--- src/rtl/my_counter_if.sv ---
// my_counter_if: output bundle of the my_counter LED divider.
//   led_out  - registered square wave, toggles once per count period
//   cnt_flag - one-cycle terminal-count pulse (only with MYCOUNTER_FLAG_EN)
// Modports: master drives the signals (the counter); slave observes them.
// Optional feature macro: MYCOUNTER_FLAG_EN.
interface my_counter_if;
    logic led_out;
`ifdef MYCOUNTER_FLAG_EN
    logic cnt_flag;

    modport master (output led_out, output cnt_flag);
    modport slave  (input  led_out, input  cnt_flag);
`else
    modport master (output led_out);
    modport slave  (input  led_out);
`endif
endinterface

--- src/rtl/my_counter.sv ---
// my_counter: free-running 25-bit divider producing a 50 % duty LED square wave.
// Ports:
//   sys_clk  - system clock, all logic on the rising edge
//   sys_rst  - synchronous active-high reset
//   cnt_if   - my_counter_if.master: led_out, and cnt_flag when enabled
// Parameter:
//   COUNTER_MAX - terminal count; the count period is COUNTER_MAX+1 cycles
// Optional feature macro: MYCOUNTER_FLAG_EN adds the registered cnt_flag pulse,
// high during the single cycle in which cnt == COUNTER_MAX.
module my_counter #(
    parameter logic [24:0] COUNTER_MAX = 25'd24_999_999
) (
    input  logic         sys_clk,
    input  logic         sys_rst,
    my_counter_if.master cnt_if
);

    logic [24:0] cnt_q, cnt_d;
    logic        led_q, led_d;
    logic        wrap;

    always_comb begin
        cnt_d = '0;
        wrap  = (cnt_q == COUNTER_MAX);
        // Anything at or above the terminal count returns to zero; only an
        // exact match counts as a wrap, so an out-of-range value never toggles.
        if (cnt_q < COUNTER_MAX) begin
            cnt_d = cnt_q + 25'd1;
        end
        led_d = led_q ^ wrap;
    end

    always_ff @(posedge sys_clk) begin
        if (sys_rst) begin
            cnt_q <= '0;
            led_q <= 1'b0;
        end else begin
            cnt_q <= cnt_d;
            led_q <= led_d;
        end
    end

    assign cnt_if.led_out = led_q;

`ifdef MYCOUNTER_FLAG_EN
    logic flag_q, flag_d;

    // Registered look-ahead: high exactly while cnt_q holds the terminal count.
    always_comb begin
        flag_d = (cnt_d == COUNTER_MAX);
    end

    always_ff @(posedge sys_clk) begin
        if (sys_rst) begin
            flag_q <= 1'b0;
        end else begin
            flag_q <= flag_d;
        end
    end

    assign cnt_if.cnt_flag = flag_q;
`endif

endmodule

--- src/flat_wrapper.sv ---
// flat-port wrapper written by rule: the top's interface ports become plain ports
module my_counter_flat 
#(
    parameter logic [24:0] COUNTER_MAX = 25'd24_999_999
)
  (sys_clk, sys_rst, cnt_if_led_out);
  my_counter_if cnt_if_i ();
  input  logic sys_clk;
  input  logic sys_rst;
  output wire logic [$bits(cnt_if_i.led_out)-1:0] cnt_if_led_out;
  assign cnt_if_led_out = cnt_if_i.led_out;
  my_counter #(.COUNTER_MAX(COUNTER_MAX)) u_core (.sys_clk(sys_clk), .sys_rst(sys_rst), .cnt_if(cnt_if_i));
endmodule
--- config.mk ---
export PLATFORM = sky130hd
export DESIGN_NAME = my_counter_flat
export DESIGN_NICKNAME = d
export VERILOG_FILES = /design/src/rtl/my_counter_if.sv /design/src/rtl/my_counter.sv /design/src/flat_wrapper.sv
export SDC_FILE = /design/constraint.sdc
export NUM_CORES = 1
export LEC_CHECK = 0
export BUFFER_PORTS_ARGS = -buffer_cell sky130_fd_sc_hd__buf_4
export CORE_MARGIN = 2
export CORE_UTILIZATION = 60
export DETAILED_ROUTE_END_ITERATION = 12
export GPL_ROUTABILITY_DRIVEN = 0
export HOLD_SLACK_MARGIN = 0.08
export PLACE_DENSITY = 0.77
export SLEW_MARGIN = 5
export SYNTH_ARGS = -nofsm -noshare
export SYNTH_HDL_FRONTEND = slang
export SYNTH_SLANG_ARGS = --single-unit
--- constraint.sdc ---
create_clock -name sys_clk -period 2.5 [get_ports sys_clk]
set_input_delay 0.375 -clock sys_clk [delete_from_list [all_inputs] [get_ports sys_clk]]
set_output_delay 0.375 -clock sys_clk [all_outputs]
set_load 0.05 [all_outputs]
==> results of run 1 <==
[cells by family after synthesis]
family	synth area share (%)
and+or+nand+nor	33.5
AOI/OAI and AO/OA	14.1
xor gates and xnor gates	8.58
buffers and inverters	3.68
adders and majority gates	0.943
DFF	39.2
[routing by layer]
layer	wire length (um)	GRT usage [%]	part of all wire (%)
met1	1310	29.1	46
met2	1400	41.3	49
met5	0	0	0
met3	80	3.51	2.8
met4	37	11.7	1.3
[layout by cell type, fill, tap and decap left out, types with 2 or more instances in the layout]
cell,count
nor4_1,4
nor3_1,17
a211oi_1,10
nand4_1,6
nor2_1,3
clkbuf_4,3
or4_1,6
dfxtp_1,26
inv_1,2
nand3_1,12
o31ai_1,6
or3_1,4
xnor2_1,7
o211ai_1,2
and3_1,2
xor2_1,6
nand2_1,10
buf_4,5
and4_1,2
o21ai_0,6
[state kept, by name, summed over array words and instances, names as in the netlist]
register	cells
u_core.cnt_q	25
u_core.cnt_if.led_out	1
[worst max-delay path, stage by stage (launching register included)]
cell and delay (ps):
dfxtp_1 460, nand3_2 180, or4_4 620, or4_1 500, a211oi_1 300
[through the flow]
step	worst slack, ps	util [%]	area, um^2	std cells
4_1_cts	338	64.2	1380	181
3_3_place_gp	528	63.2	1360	178
3_5_place_dp	379	63.2	1360	178
5_1_grt	251	64.2	1380	181
6_report	346	64.2	1380	181
2_1_floorplan	540	-	1330	154
[synth_stat cells]
cell	n
o21ai_0	6
nand3b_1	1
nand3_1	12
and3_1	2
nor4b_1	1
a21oi_1	1
ha_1	1
o41ai_1	1
nor2_1	3
nor3_1	17
nand3_2	1
xor2_1	6
or3_1	4
and2_1	1
or3_2	1
or2_2	1
buf_6	1
dfxtp_1	26
xnor2_1	7
or4_1	6
nand2_1	10
a211oi_1	10
inv_1	2
or4_4	1
and4_2	1
and4_1	2
o211ai_1	2
nand4_1	6
nand4_2	1
o31ai_1	6
nor4_1	4
a21o_1	1
nor3b_1	1
clkbuf_1	8
[worst paths after layout]
check / endpoint / slack (ps)
max reg2reg: u_core.cnt_q[23] / 350
min: u_core.cnt_if.led_out / 200
max: u_core.cnt_q[23] / 350
min reg2reg: u_core.cnt_if.led_out / 490
[report_power, final]
part | switching [mW] | internal [mW]
Clock | 0.117 | 0.0565
Combinational | 0.0121 | 0.00822
Sequential | 0.00534 | 0.418
Total | 0.134 | 0.483
[cell type report]
| type | instances | share of cell area (%) |
|---|---|---|
| clock buffers | 3 | 1.63 |
| inverters | 2 | 0.544 |
| repair buffers | 5 | 2.72 |
| flip-flops and latches | 26 | 37.7 |
| well taps | 28 | 2.54 |
| multi-input cells | 117 | 54.9 |
==> results.cfg, run 1 <==
[setup_path]
crit_required_ps = 2720
reg2reg_from = u_core.cnt_q[11]
worstPathMaxFanout = 12
end_kind = flop
crit_start = u_core.cnt_q[11]
worstRegToRegCells = 4
crit_path_start_kind = flop
worstPathArrival_ps = 2380
crit_type = reg -> reg

[synthesis]
ys_ff_latch = 26
synth_top_area_share_pct = 39.2
yosys_warnings = 0
syn_inst = 154
synthTopCellsByArea = dfxtp_1 39%, nor3_1 6.4%, a211oi_1 5.7%, xnor2_1 4.6%, nand3_1 4.5%
yosysTopAreaCell = dfxtp_1
synth_nets = 157
avgSynthCellArea_um2 = 8.61
netlist_area_um2 = 1330
synth_cell_types = 34
ys_seq_area_share_pct = 39.2

[drt]
wl_mm = 2.83
drc_errors = 0
vias = 1201
drt_iter0_drc = 40
wl_per_cell_um = 15.6
dr.pass1.iters = 4
drtAntennaViolNets = 0
viasPerCell = 6.64

[sta]
whs_ps = 202
fin_crit_sh_pct = 86.2
finalSetupTns_ps = 0
min_period_ps = 2150
finClkSkew_ps = 6.51
max_freq_ghz = 0.464
tightest_slew_ps = 452
slew-limit-headroom_pct = 69.4
setup_violations = 0
hold_violations = 0
rsz0062_at_grt = no
drv_slew = 0

[min_path]
min_path_cells = 2
hold_path.class = in -> reg
min_from = sys_rst

[cells_and_area]
n_fill_cell = 203
multiInputGateArea_um2 = 757
regArea_um2 = 520
final_nets = 158
area_growth_pct = 4.06
drive_gt1_share_pct = 9.15
insertedDiodeCount = 0

[die]
core-area_um2 = 2150
rows = 17
ioPinCount = 3
fp.dieH_um = 51.0
dieWidth_um = 51.0
dieArea_um2 = 2600
initial_utilization_pct = 61.7

[clock_tree]
path_clk_slew_ps = 130
cts_max_path_buffers = 2
cts_tree = done
cts_setup_buffers = 0
numCtsBuffers = 3
cts_max_level = 1
cts_hold_buf = 0
cts-root-buf = clkbuf_4
cts.repair.resized = 0
cts.sinks = 26
insertion_delay_ps = 320

[power_and_ir_drop]
p_leak_nw = 0.384
power_density_nw_per_um2 = 447
ir_worst_vdd_v = 0.000348
total_power_mw = 0.617

[global_route]
grt.overflow.total = 0
grt.total_usage_pct = 24.0
grt_pass1_wl_mm = 4.75
grt_max_degree = 26
grt_pass1_vias = 1092
antenna_found_initial = 0

[job]
maxCapViolCount = 0

[outcome]
outcome = completed

[placed_design]
io_buffers = 2
hpwl_mm = 2.00
No activity file was read; power rests on OpenSTA's default activity.
==> inputs of run 2 (changes only) <==
--- a/config.mk
+++ b/config.mk
@@ -7,11 +7,12 @@
 export LEC_CHECK = 0
 export BUFFER_PORTS_ARGS = -buffer_cell sky130_fd_sc_hd__buf_4
 export CORE_MARGIN = 2
-export CORE_UTILIZATION = 60
+export CORE_UTILIZATION = 54
 export DETAILED_ROUTE_END_ITERATION = 12
 export GPL_ROUTABILITY_DRIVEN = 0
 export HOLD_SLACK_MARGIN = 0.08
-export PLACE_DENSITY = 0.77
+export MAX_ROUTING_LAYER = met4
+export PLACE_DENSITY = 0.73
 export SLEW_MARGIN = 5
 export SYNTH_ARGS = -nofsm -noshare
 export SYNTH_HDL_FRONTEND = slang
==> constraint.sdc (replaced) <==
create_clock -name sys_clk -period 1.83 [get_ports sys_clk]
set_input_delay 0.2745 -clock sys_clk [delete_from_list [all_inputs] [get_ports sys_clk]]
set_output_delay 0.2745 -clock sys_clk [all_outputs]
set_load 0.05 [all_outputs]
==> run 2 against run 1 <==
Clock skew shrank 2.6 ps. Final cell count increased by 13%. Via count rose by 8.4%. Utilization up 7.4 points. Cell area grew 18%. Setup slack worse by 290 ps. Fmax increased by 21%. Critical path depth rose by 2. Die area increased by 10%. Critical endpoint is now u_core.cnt_q[24].
==> results.cfg, run 2 (same netlist as run 1, synthesis figures left out) <==
[outcome]
outcome = completed

[clock_tree]
cts_hold_buf = 0
cts_max_level = 1
numCtsBuffers = 3
insertion_delay_ps = 320
cts_tree = done
cts-root-buf = clkbuf_4
path_clk_slew_ps = 130
cts_max_path_buffers = 2
cts.sinks = 26

[setup_path]
worstPathArrival_ps = 1970
crit_type = reg -> reg
end_kind = flop
crit_path_start_kind = flop
worstPathMaxFanout = 6
crit_required_ps = 2020
worstRegToRegCells = 6

[sta]
slew-limit-headroom_pct = 67.0
tightest_slew_ps = 495
min_period_ps = 1780
max_freq_ghz = 0.563
finalSetupTns_ps = 0
drv_slew = 0
rsz0062_at_grt = no
setup_ws_ps = 53.1
setup_violations = 0
finClkSkew_ps = 3.91
hold_violations = 0
fin_crit_sh_pct = 97.1

[cells_and_area]
fin_cells = 205
area_growth_pct = 23.0
final_cell_mix = 28 x buf_4, 17 x nor3_1, 14 x dfxtp_1
largest_register_ffs = 25
final_nets = 182
layout_commonest_cell = buf_4
largest_register = u_core.cnt_q
insertedDiodeCount = 0
final_area_um2 = 1630
drive_gt1_share_pct = 33.3

[drt]
drc_errors = 0
wl_mm = 3.17
viasPerCell = 6.35
dr.pass1.iters = 4
drt_iter0_drc = 32
vias = 1302
drtAntennaViolNets = 0
wl_per_cell_um = 15.5

[power_and_ir_drop]
switching_share_pct = 21.6
ir_worst_vdd_v = 0.000410
seq_power_share_pct = 67.8
total_power_mw = 0.849
power.internal_mw = 0.665
p_switching_mw = 0.184
p_leak_nw = 0.530
combPwrFrac_pct = 4.5
p_clk_share_pct = 27.7
power_density_nw_per_um2 = 520

[min_path]
hold_path.class = in -> reg
min_path_cells = 2

[global_route]
grt_pass1_vias = 1219
grt.total_usage_pct = 25.9
grt.overflow.total = 0
grt_max_degree = 26
antenna_found_initial = 0
grt_pass1_wl_mm = 5.37

[job]
maxCapViolCount = 0

[placed_design]
pre_cts_ws_ps = -37.2
place_area_um2 = 1550
dp_cells = 200
io_buffers = 2
hpwl_mm = 2.23

[die]
fp.dieH_um = 53.6
ioPinCount = 3
initial_utilization_pct = 58.3
core-area_um2 = 2280
rows = 17
dieWidth_um = 53.6
dieArea_um2 = 2870
-- run 2: cell types whose count changed in the layout (fill, tap and decap cells not counted), sizes merged --
cell	delta
buf	+24
-- run 2: final timing paths --
| kind | startpoint | endpoint | slack (ps) |
|---|---|---|---|
| worst max register to register | u_core.cnt_q[15] | u_core.cnt_q[24] | 50 |
| worst min register to register | u_core.cnt_if.led_out | u_core.cnt_if.led_out | 510 |
| worst min-delay path | sys_rst | u_core.cnt_if.led_out | 110 |
| worst max-delay path | u_core.cnt_q[15] | u_core.cnt_q[24] | 50 |
-- run 2: area by class of cell --
| class | instances | area, um^2 |
|---|---|---|
| clock buffers | 3 | 22.5 |
| well taps | 28 | 35.0 |
| inverters | 2 | 7.51 |
| fillers | 177 | 644 |
| repair buffers | 29 | 221 |
| multi-input cells | 117 | 810 |
| flip-flops and latches | 26 | 536 |
-- run 2: what timing repair did --
action / 4_1_cts / 5_1_grt
pin swaps: 5 / 3
setup buffers: 2 / 0
gates resized for setup: 10 / 6
endpoints found under the setup margin: 2 / 26
-- run 2: routing by layer --
layer / routed length, um / global-route usage (%)
met3: 99 / 2.50
met4: 29 / 6.41
met5: 0 / -
met1: 1500 / 33.0
met2: 1540 / 44.2
-- run 2: power by group through the flow --
| stage | Combinational (mW) | Sequential (mW) | Clock (mW) |
|---|---|---|---|
| after global placement | 0.0355 | 0.587 | 0 |
| after global routing | 0.0427 | 0.576 | 0.269 |
| after floorplan | 0.0184 | 0.590 | 0 |
| final | 0.0381 | 0.575 | 0.236 |
| after CTS | 0.0373 | 0.575 | 0.244 |
| after detailed placement | 0.0368 | 0.588 | 0 |
-- run 2: critical path, cell delays in order (launching register included) --
cell and delay (ps):
dfxtp_2 360, nand4_1 120, or4_4 540, buf_6 150, buf_4 140, o31ai_2 240, a211oi_1 100
-- run 2: per-stage QoR --
| step | hold slack, ps | utilization (%) |
|---|---|---|
| after floorplan | 344 | - |
| after global placement | 439 | 68.1 |
| after detailed placement | 443 | 68.1 |
| final | 107 | 71.7 |
| after CTS | 96.3 | 71.0 |
| after global routing | 96.8 | 71.7 |
